**config.mk**
```make
export PLATFORM = sky130hd
export DESIGN_NAME = vga_sync
export DESIGN_NICKNAME = d
export VERILOG_FILES = /design/src/rtl/vga_sync.sv
export SDC_FILE = /design/constraint.sdc
export NUM_CORES = 1
export LEC_CHECK = 0
export ABC_AREA = 0
export BUFFER_PORTS_ARGS = -buffer_cell sky130_fd_sc_hd__buf_2
export CAP_MARGIN = 25
export CELL_PAD_IN_SITES_DETAIL_PLACEMENT = 2
export CELL_PAD_IN_SITES_GLOBAL_PLACEMENT = 2
export CORE_MARGIN = 5
export CORE_UTILIZATION = 33
export DETAILED_ROUTE_END_ITERATION = 8
export PLACE_DENSITY = 0.75
export SLEW_MARGIN = 10
export SYNTH_ARGS = -nofsm -noshare
export SYNTH_HDL_FRONTEND = slang
export SYNTH_SLANG_ARGS = --single-unit
```
**constraint.sdc**
```tcl
create_clock -name clk -period 3.1 [get_ports clk]
set_input_delay 0.155 -clock clk [delete_from_list [all_inputs] [get_ports clk]]
set_output_delay 0.155 -clock clk [all_outputs]
set_load 0.02 [all_outputs]
```
**src/rtl/vga_sync.sv**
```systemverilog
// 640x480 @ 60 Hz VGA timing generator: pixel-enable divider, h/v counters and registered sync/strobe decode.
// Optional macro VGA_SYNC_ALIGN_EN adds one register stage on hsync/vsync to line them up with a registered rgb.
module vga_sync #(
    parameter int unsigned CLK_DIV   = 4,
    parameter int unsigned H_VISIBLE = 640,
    parameter int unsigned H_FP      = 16,
    parameter int unsigned H_SYNC    = 96,
    parameter int unsigned H_BP      = 48,
    parameter int unsigned V_VISIBLE = 480,
    parameter int unsigned V_FP      = 10,
    parameter int unsigned V_SYNC    = 2,
    parameter int unsigned V_BP      = 33
) (
    input  logic       clk,
    input  logic       reset,
    output logic [9:0] x,
    output logic [9:0] y,
    output logic       videoOn,
    output logic       hsync,
    output logic       vsync,
    output logic       pixelTick,
    output logic       frameStart
);

    localparam int unsigned CW       = 10;
    localparam int unsigned DIV_W    = $clog2(CLK_DIV);
    localparam int unsigned H_TOTAL  = H_VISIBLE + H_FP + H_SYNC + H_BP;
    localparam int unsigned V_TOTAL  = V_VISIBLE + V_FP + V_SYNC + V_BP;
    localparam int unsigned HS_START = H_VISIBLE + H_FP;
    localparam int unsigned HS_END   = HS_START + H_SYNC - 1;
    localparam int unsigned VS_START = V_VISIBLE + V_FP;
    localparam int unsigned VS_END   = VS_START + V_SYNC - 1;

    logic [DIV_W-1:0] div_q, div_d;
    logic [CW-1:0]    x_q, x_d;
    logic [CW-1:0]    y_q, y_d;
    logic             video_q, video_d;
    logic             hsync_q, hsync_d;
    logic             vsync_q, vsync_d;
    logic             tick_q, tick_d;
    logic             frame_q, frame_d;
    logic             tick_c;

    // Next-state counters; decoded outputs are taken from the next state so they align with x/y.
    always_comb begin
        tick_c  = (div_q == DIV_W'(CLK_DIV - 1));
        div_d   = div_q + DIV_W'(1);
        x_d     = x_q;
        y_d     = y_q;
        if (tick_c) begin
            div_d = '0;
            if (x_q == CW'(H_TOTAL - 1)) begin
                x_d = '0;
                if (y_q == CW'(V_TOTAL - 1)) begin
                    y_d = '0;
                end else begin
                    y_d = y_q + CW'(1);
                end
            end else begin
                x_d = x_q + CW'(1);
            end
        end
        video_d = (x_d < CW'(H_VISIBLE)) && (y_d < CW'(V_VISIBLE));
        hsync_d = !((x_d >= CW'(HS_START)) && (x_d <= CW'(HS_END)));
        vsync_d = !((y_d >= CW'(VS_START)) && (y_d <= CW'(VS_END)));
        tick_d  = tick_c;
        frame_d = tick_c && (x_d == '0) && (y_d == '0);
    end

    always_ff @(posedge clk) begin
        if (reset) begin
            div_q   <= '0;
            x_q     <= '0;
            y_q     <= '0;
            video_q <= 1'b0;
            hsync_q <= 1'b1;
            vsync_q <= 1'b1;
            tick_q  <= 1'b0;
            frame_q <= 1'b0;
        end else begin
            div_q   <= div_d;
            x_q     <= x_d;
            y_q     <= y_d;
            video_q <= video_d;
            hsync_q <= hsync_d;
            vsync_q <= vsync_d;
            tick_q  <= tick_d;
            frame_q <= frame_d;
        end
    end

    assign x          = x_q;
    assign y          = y_q;
    assign videoOn    = video_q;
    assign pixelTick  = tick_q;
    assign frameStart = frame_q;

`ifdef VGA_SYNC_ALIGN_EN
    logic hsync_al_q;
    logic vsync_al_q;

    // Extra stage so syncs reach the pins together with the renderer's registered rgb.
    always_ff @(posedge clk) begin
        if (reset) begin
            hsync_al_q <= 1'b1;
            vsync_al_q <= 1'b1;
        end else begin
            hsync_al_q <= hsync_q;
            vsync_al_q <= vsync_q;
        end
    end

    assign hsync = hsync_al_q;
    assign vsync = vsync_al_q;
`else
    assign hsync = hsync_q;
    assign vsync = vsync_q;
`endif

endmodule

```
**Word-level counts from Yosys, hierarchy flattened**

Index checks and enable logic that the tools add are counted.

- Input bits: 2
- Output and inout port bits: 25
- Register bits: 27
- Word-level logic and storage cells: 35

- Reductions and logical operators: 10
- $add $sub $neg: 3
- Mux-type cells: 5
- Magnitude comparators: 6
- Eq/ne operators: 3

Operators by type and width:

| cell | number |
|---|---|
| 2-to-1 mux 10 bit | 5 |
| adder 10 x 1 -> 10 bit, second input constant | 2 |
| == test 10 bit, second input constant | 2 |
| zero test 10 bit | 2 |
| greater-or-equal comparator 10 bit, second input constant | 1 |
| greater-or-equal comparator 10 x 9 -> 1 bit, second input constant | 1 |
| less-or-equal comparator 10 bit, second input constant | 1 |
| less-or-equal comparator 10 x 9 -> 1 bit, second input constant | 1 |
| < comparator 10 bit, second input constant | 1 |
| < comparator 10 x 9 -> 1 bit, second input constant | 1 |
| logical AND 1 bit | 5 |
| adder 2 x 1 -> 2 bit, second input constant | 1 |
| == test 2 bit, second input constant | 1 |
| zero test 1 bit | 2 |
| OR reduction 2 bit | 1 |

**Longest topological paths before layout**

- Word-level depth: 7
- Gate-level depth with buffers: 8
- Gate-level depth less buffers: 7

**Least setup slack after synthesis**

Ideal clock, no wire load.

- Path kind: reg-to-reg
- Start point: register x_q[0] (netlist: x[0])
- End point: register vsync_q (netlist: vsync)
- Arrival time: 2.263 ns
- Clock period less this slack: 2.397 ns
- Stages on the path, launching flop included: 8
- Setup slack: 0.703 ns
- Setup time: 0.134 ns
- Cell sequence: dfxtp_1 > ha_1 > nand4_4 > or3_4 > buf_6 > o22ai_1 > o21ai_1 > or4_1

- Longest elaborated chain between the ends: 6

Ends and longest elaborated chain:

| what | RTL line | text |
|---|---|---|
| from (decl) | 35 | `logic [CW-1:0] x_q, x_d;` |
| from (signal assigned) | 73 | `x_q <= '0;` |
| from (signal assigned) | 82 | `x_q <= x_d;` |
| == test 10 bit (*) | 52 | `if (x_q == CW'(H_TOTAL - 1)) begin` |
| 2-to-1 mux 10 bit (*) | 52 |  |
| 2-to-1 mux 10 bit (*) | 50 | `if (tick_c) begin` |
| greater-or-equal comparator 10 x 9 -> 1 bit or less-or-equal comparator 10 x 9 -> 1 bit (tied branches) | 65 | `vsync_d = !((y_d >= CW'(VS_START)) && (y_d <= CW'(VS_END)));` |
| logical AND 1 bit (*) | 65 |  |
| zero test 1 bit (*) | 65 |  |
| to (signal assigned) | 86 | `vsync_q <= vsync_d;` |
| to (decl) | 39 | `logic vsync_q, vsync_d;` |

Mark *: on every way between the ends. The rest lies on a longest branch, timed or not.
A chain may end at the register's enable or synchronous reset.

**Worst setup path in the final report**

- Start point: register x_q[0] (netlist: x[0])
- End point: register frame_q (netlist: frameStart)

- Longest elaborated chain between the ends: 6

Ends and longest elaborated chain:

| what | RTL line | text |
|---|---|---|
| adder 10 x 1 -> 10 bit or == test 10 bit (tied branches) | 60, 52 |  |
| 2-to-1 mux 10 bit | 52 |  |
| 2-to-1 mux 10 bit | 50 |  |
| zero test 10 bit | 67 | `frame_d = tick_c && (x_d == '0) && (y_d == '0);` |
| logical AND 1 bit | 67 |  |
| logical AND 1 bit (*) | 67 |  |
| to (signal assigned) | 88 | `frame_q <= frame_d;` |
| to (decl) | 41 | `logic frame_q, frame_d;` |

Marks and branches as above.

==> flow_metrics.py <==
metrics = {
    "status": {
        "status": "completed",
    },
    "setup_path": {
        "ff2ff_path_depth": 8,
        "cp_cell_sequence": "ha_1 -> nand4_4 -> nor3_2 -> buf_4 -> nand2_1 -> a21oi_1 -> o211ai_1 -> nor4_2",
        "worst-path-max-fanout": 12,
        "timing.rr.start": "x[0]",
        "crit_path_start_kind": "register",
        "reg2reg_to": "frameStart",
        "worst-endpoint-arrival_ps": 2800,
        "setup.reg_to_reg.worst_slack_ps": 490,
        "worst-setup-path-type": "register to register",
        "end_kind": "register",
        "startpoint": "x[0]",
        "critical_path_required_time_ps": 3300,
        "timing.critical_path.slowest_cell_delay_ps": 530,
        "critical_path.slowest_cell": "sky130_fd_sc_hd__nor3_2",
    },
    "power_and_ir_drop": {
        "power.share.combinational_pct": 4.6,
        "power_per_cell_area_nw_per_um2": 300,
        "cell_internal_pwr_mw": 0.454,
        "sequential_fraction_of_design_power_pct": 60.1,
        "clkPwrFrac_pct": 35.3,
        "power.ir.vdd_worst_mv": 0.159,
        "total_leakage_power_nw": 0.765,
        "power.net_switching_mw": 0.137,
        "sw_frac_of_total_pct": 23.2,
    },
    "yosys": {
        "largest_family_of_logic_cells_by_synthesized_area": "simple AND/OR/NAND/NOR gates",
        "yosys-mux-area-fraction_pct": 0.563,
        "netlist_instances": 228,
        "synth.most_common_cell": "sky130_fd_sc_hd__dfxtp_1",
        "postSynthNetCount": 234,
        "synth.largest_area_cell": "sky130_fd_sc_hd__dfxtp_1",
        "yosysUniqueCellTypes": 58,
        "post_synth_main_area_contributors": "sky130_fd_sc_hd__dfxtp_1 (30%), sky130_fd_sc_hd__a21oi_1 (5.3%), sky130_fd_sc_hd__nand2_1 (4.6%)",
        "yosys.area_share.adder_pct": 2.81,
        "synth-seq-cells": 27,
        "netlist_area_um2": 1780,
        "synthesis.area_per_instance_um2": 7.80,
        "synth-seq-area-share_pct": 30.4,
        "synthDominantCellAreaShare_pct": 30.4,
        "synth_warnings": 0,
        "synth-edff-count": 0,
        "commonest_cells_post_synth": "sky130_fd_sc_hd__dfxtp_1 (27), sky130_fd_sc_hd__nand2_1 (22), sky130_fd_sc_hd__nor2_1 (20)",
        "synthXorXnorAreaFrac_pct": 4.93,
        "synthesized_area_fraction_occupied_by_and_or_nand_nor_cells_pct": 35.7,
        "synth_async_sr_flop_share_pct": 0,
        "dominant_register_cell_in_the_synthesized_netlist": "sky130_fd_sc_hd__dfxtp_1",
        "compound_cell_area_share_of_the_yosys_netlist_pct": 19.1,
    },
    "timing": {
        "timing.final.ws_setup_ps": 494,
        "rsz0062_at_grt": "false",
        "hold_ws_ps": 319,
        "achievable-frequency_mhz": 384,
        "setup_viol_count_final": 0,
        "slew_at_the_pin_closest_to_its_max_slew_limit_ps": 561,
        "post_route_setup_tns_ps": 0,
        "final.setup_skew_ps": 6.06,
        "report.final.hold_viol_count": 0,
        "timing.final.max_slew_violations": 0,
        "timing.final.crit_share_pct": 84.1,
        "post_layout_minimum_cycle_time_ps": 2610,
        "slew_headroom_pct": 62.4,
    },
    "placement": {
        "gp_routability_congestion": 0.794,
        "numPlacedInstances": 309,
        "portBuffers": 26,
        "dp_worst_setup_slack_ps": 499,
        "place_hpwl_um": 4090,
        "placed_area_um2": 1930,
    },
    "floorplanning": {
        "top_level_ports": 27,
        "height_of_the_die_um": 83.4,
        "initial_utilization_pct": 34.4,
        "die_x_um": 83.4,
        "die_area_um2": 6960,
        "floorplan.rows": 26,
        "core_um2": 5170,
    },
    "clock_network": {
        "insertion_delay_ps": 280,
        "clk_transition_reported_paths_ps": 100,
        "cts_tree": "done",
        "postCtsHoldBufs": 0,
        "htreeDepth": 1,
        "clock_sink_count": 27,
        "cts_made_buffers": 3,
        "postCtsSetupBuffers": 0,
        "clockBufferDepth": 2,
        "cts_repair_resize_count": 0,
        "clock_tree.root_cell": "sky130_fd_sc_hd__clkbuf_8",
    },
    "drt": {
        "drc": 0,
        "first_pass_iters": 4,
        "drt.antenna.violating_nets": 0,
        "drt_first_iter_violations": 90,
        "detail_route.vias_per_cell": 5.52,
        "totalWireLength_um": 5470,
        "wl_per_cell_um": 17.5,
        "num_vias": 1728,
    },
    "global_routing": {
        "groute.usage.overall_pct": 15.7,
        "grt_pass1_wl_um": 9120,
        "gr-usage-met3_pct": 2.18,
        "number_of_global_route_vias_before_repair": 1798,
        "busiest_grt_layer": "met2",
        "grt_util_met1_pct": 20.2,
        "global_route.overflow_total": 0,
        "largest_net_degree_at_the_start_of_global_routing": 26,
        "number_of_antenna_violations_at_the_first_check_in_global_routing": 0,
        "grt_use_met2_pct": 27.3,
    },
    "worst_hold_path": {
        "hold_start": "reset",
        "worst_hold_path.endpoint": "y[1]",
        "min-delay-path-class": "input pin to register",
        "timing.hold.worst_path_depth": 2,
    },
    "layout": {
        "stdcell_count": 313,
        "drive_above_1_share_pct": 18.5,
        "finish.net_count": 250,
        "n_fill_cell": 609,
        "area_growth_syn_to_layout_pct": 11.0,
        "insertedDiodeCount": 0,
        "postLayoutCellArea_um2": 1970,
    },
    "job": {
        "max_cap_viol_count": 0,
    },
}
==> power groups by stage <==
stage | Sequential [mW] | Clock [mW] | Combinational [mW]
2_1_floorplan | 0.366 | 0 | 0.0165
3_3_place_gp | 0.364 | 0 | 0.0274
3_5_place_dp | 0.364 | 0 | 0.0278
4_1_cts | 0.356 | 0.223 | 0.0277
5_1_grt | 0.357 | 0.235 | 0.0297
6_report | 0.356 | 0.209 | 0.0271
==> sequential cells by signal, summed over array words and instances (netlist names) <==
register,count
x,10
hsync,1
div_q,2
pixelTick,1
frameStart,1
videoOn,1
vsync,1
y,10
==> placed cells by master (no fill, tap or decap), types with 6 or more instances in the layout <==
master,count
sky130_fd_sc_hd__dfxtp_1,27
sky130_fd_sc_hd__buf_2,26
sky130_fd_sc_hd__nand2_1,22
sky130_fd_sc_hd__nor2_1,20
sky130_fd_sc_hd__a21oi_1,19
sky130_fd_sc_hd__nor3_1,12
sky130_fd_sc_hd__nand3_1,8
sky130_fd_sc_hd__o21ai_0,8
sky130_fd_sc_hd__inv_1,7
sky130_fd_sc_hd__or3_1,7
sky130_fd_sc_hd__xor2_1,6
==> metrics by stage <==
stage                     utilization [%]  power (mW)
after floorplan                         -       0.383
after global placement               37.3       0.391
after detailed placement             37.3       0.392
after CTS                            38.1       0.606
after global routing                 38.1       0.622
final                                38.1       0.591
==> cell type report <==
class / count / area, µm² / area share (%)
multi-input combinational: 176 / 1120 / 56.8
sequential: 27 / 541 / 27.4
timing repair buffer: 29 / 153 / 7.74
tap: 70 / 87.6 / 4.44
clock buffer: 4 / 45.0 / 2.28
inverter: 7 / 26.3 / 1.33
==> worst max-delay path, delay by kind of cell (launching register included) <==
kind / cells / cell delay [ps]
buf+inv: 1 / 300
flops: 1 / 460
simple gates: 4 / 1060
compound gates: 2 / 300
fa+ha+maj: 1 / 390
==> worst max-delay path by stage <==
stage | endpoint | slack (ps) | cells past startpoint
finish | frameStart | 490 | 8
global route | frameStart | 230 | 8
floorplan | vsync | 700 | 7
CTS | frameStart | 470 | 8
global placement | frameStart | 540 | 8
detailed placement | frameStart | 500 | 8
==> logic make-up after synthesis <==
family / after synthesis
fa+ha+maj: 4
buf+inv: 25
xor+xnor: 10
mux: 1
flops: 27
compound gates: 53
simple gates: 108
==> metal layers <==
metal  part of all wire (%)  vias up
li1                       -      858
met1                     49      847
met2                     48       19
met3                    2.0        4
met4                   0.88        0
met5                      0        -
No activity file was read; power rests on OpenSTA's default activity.
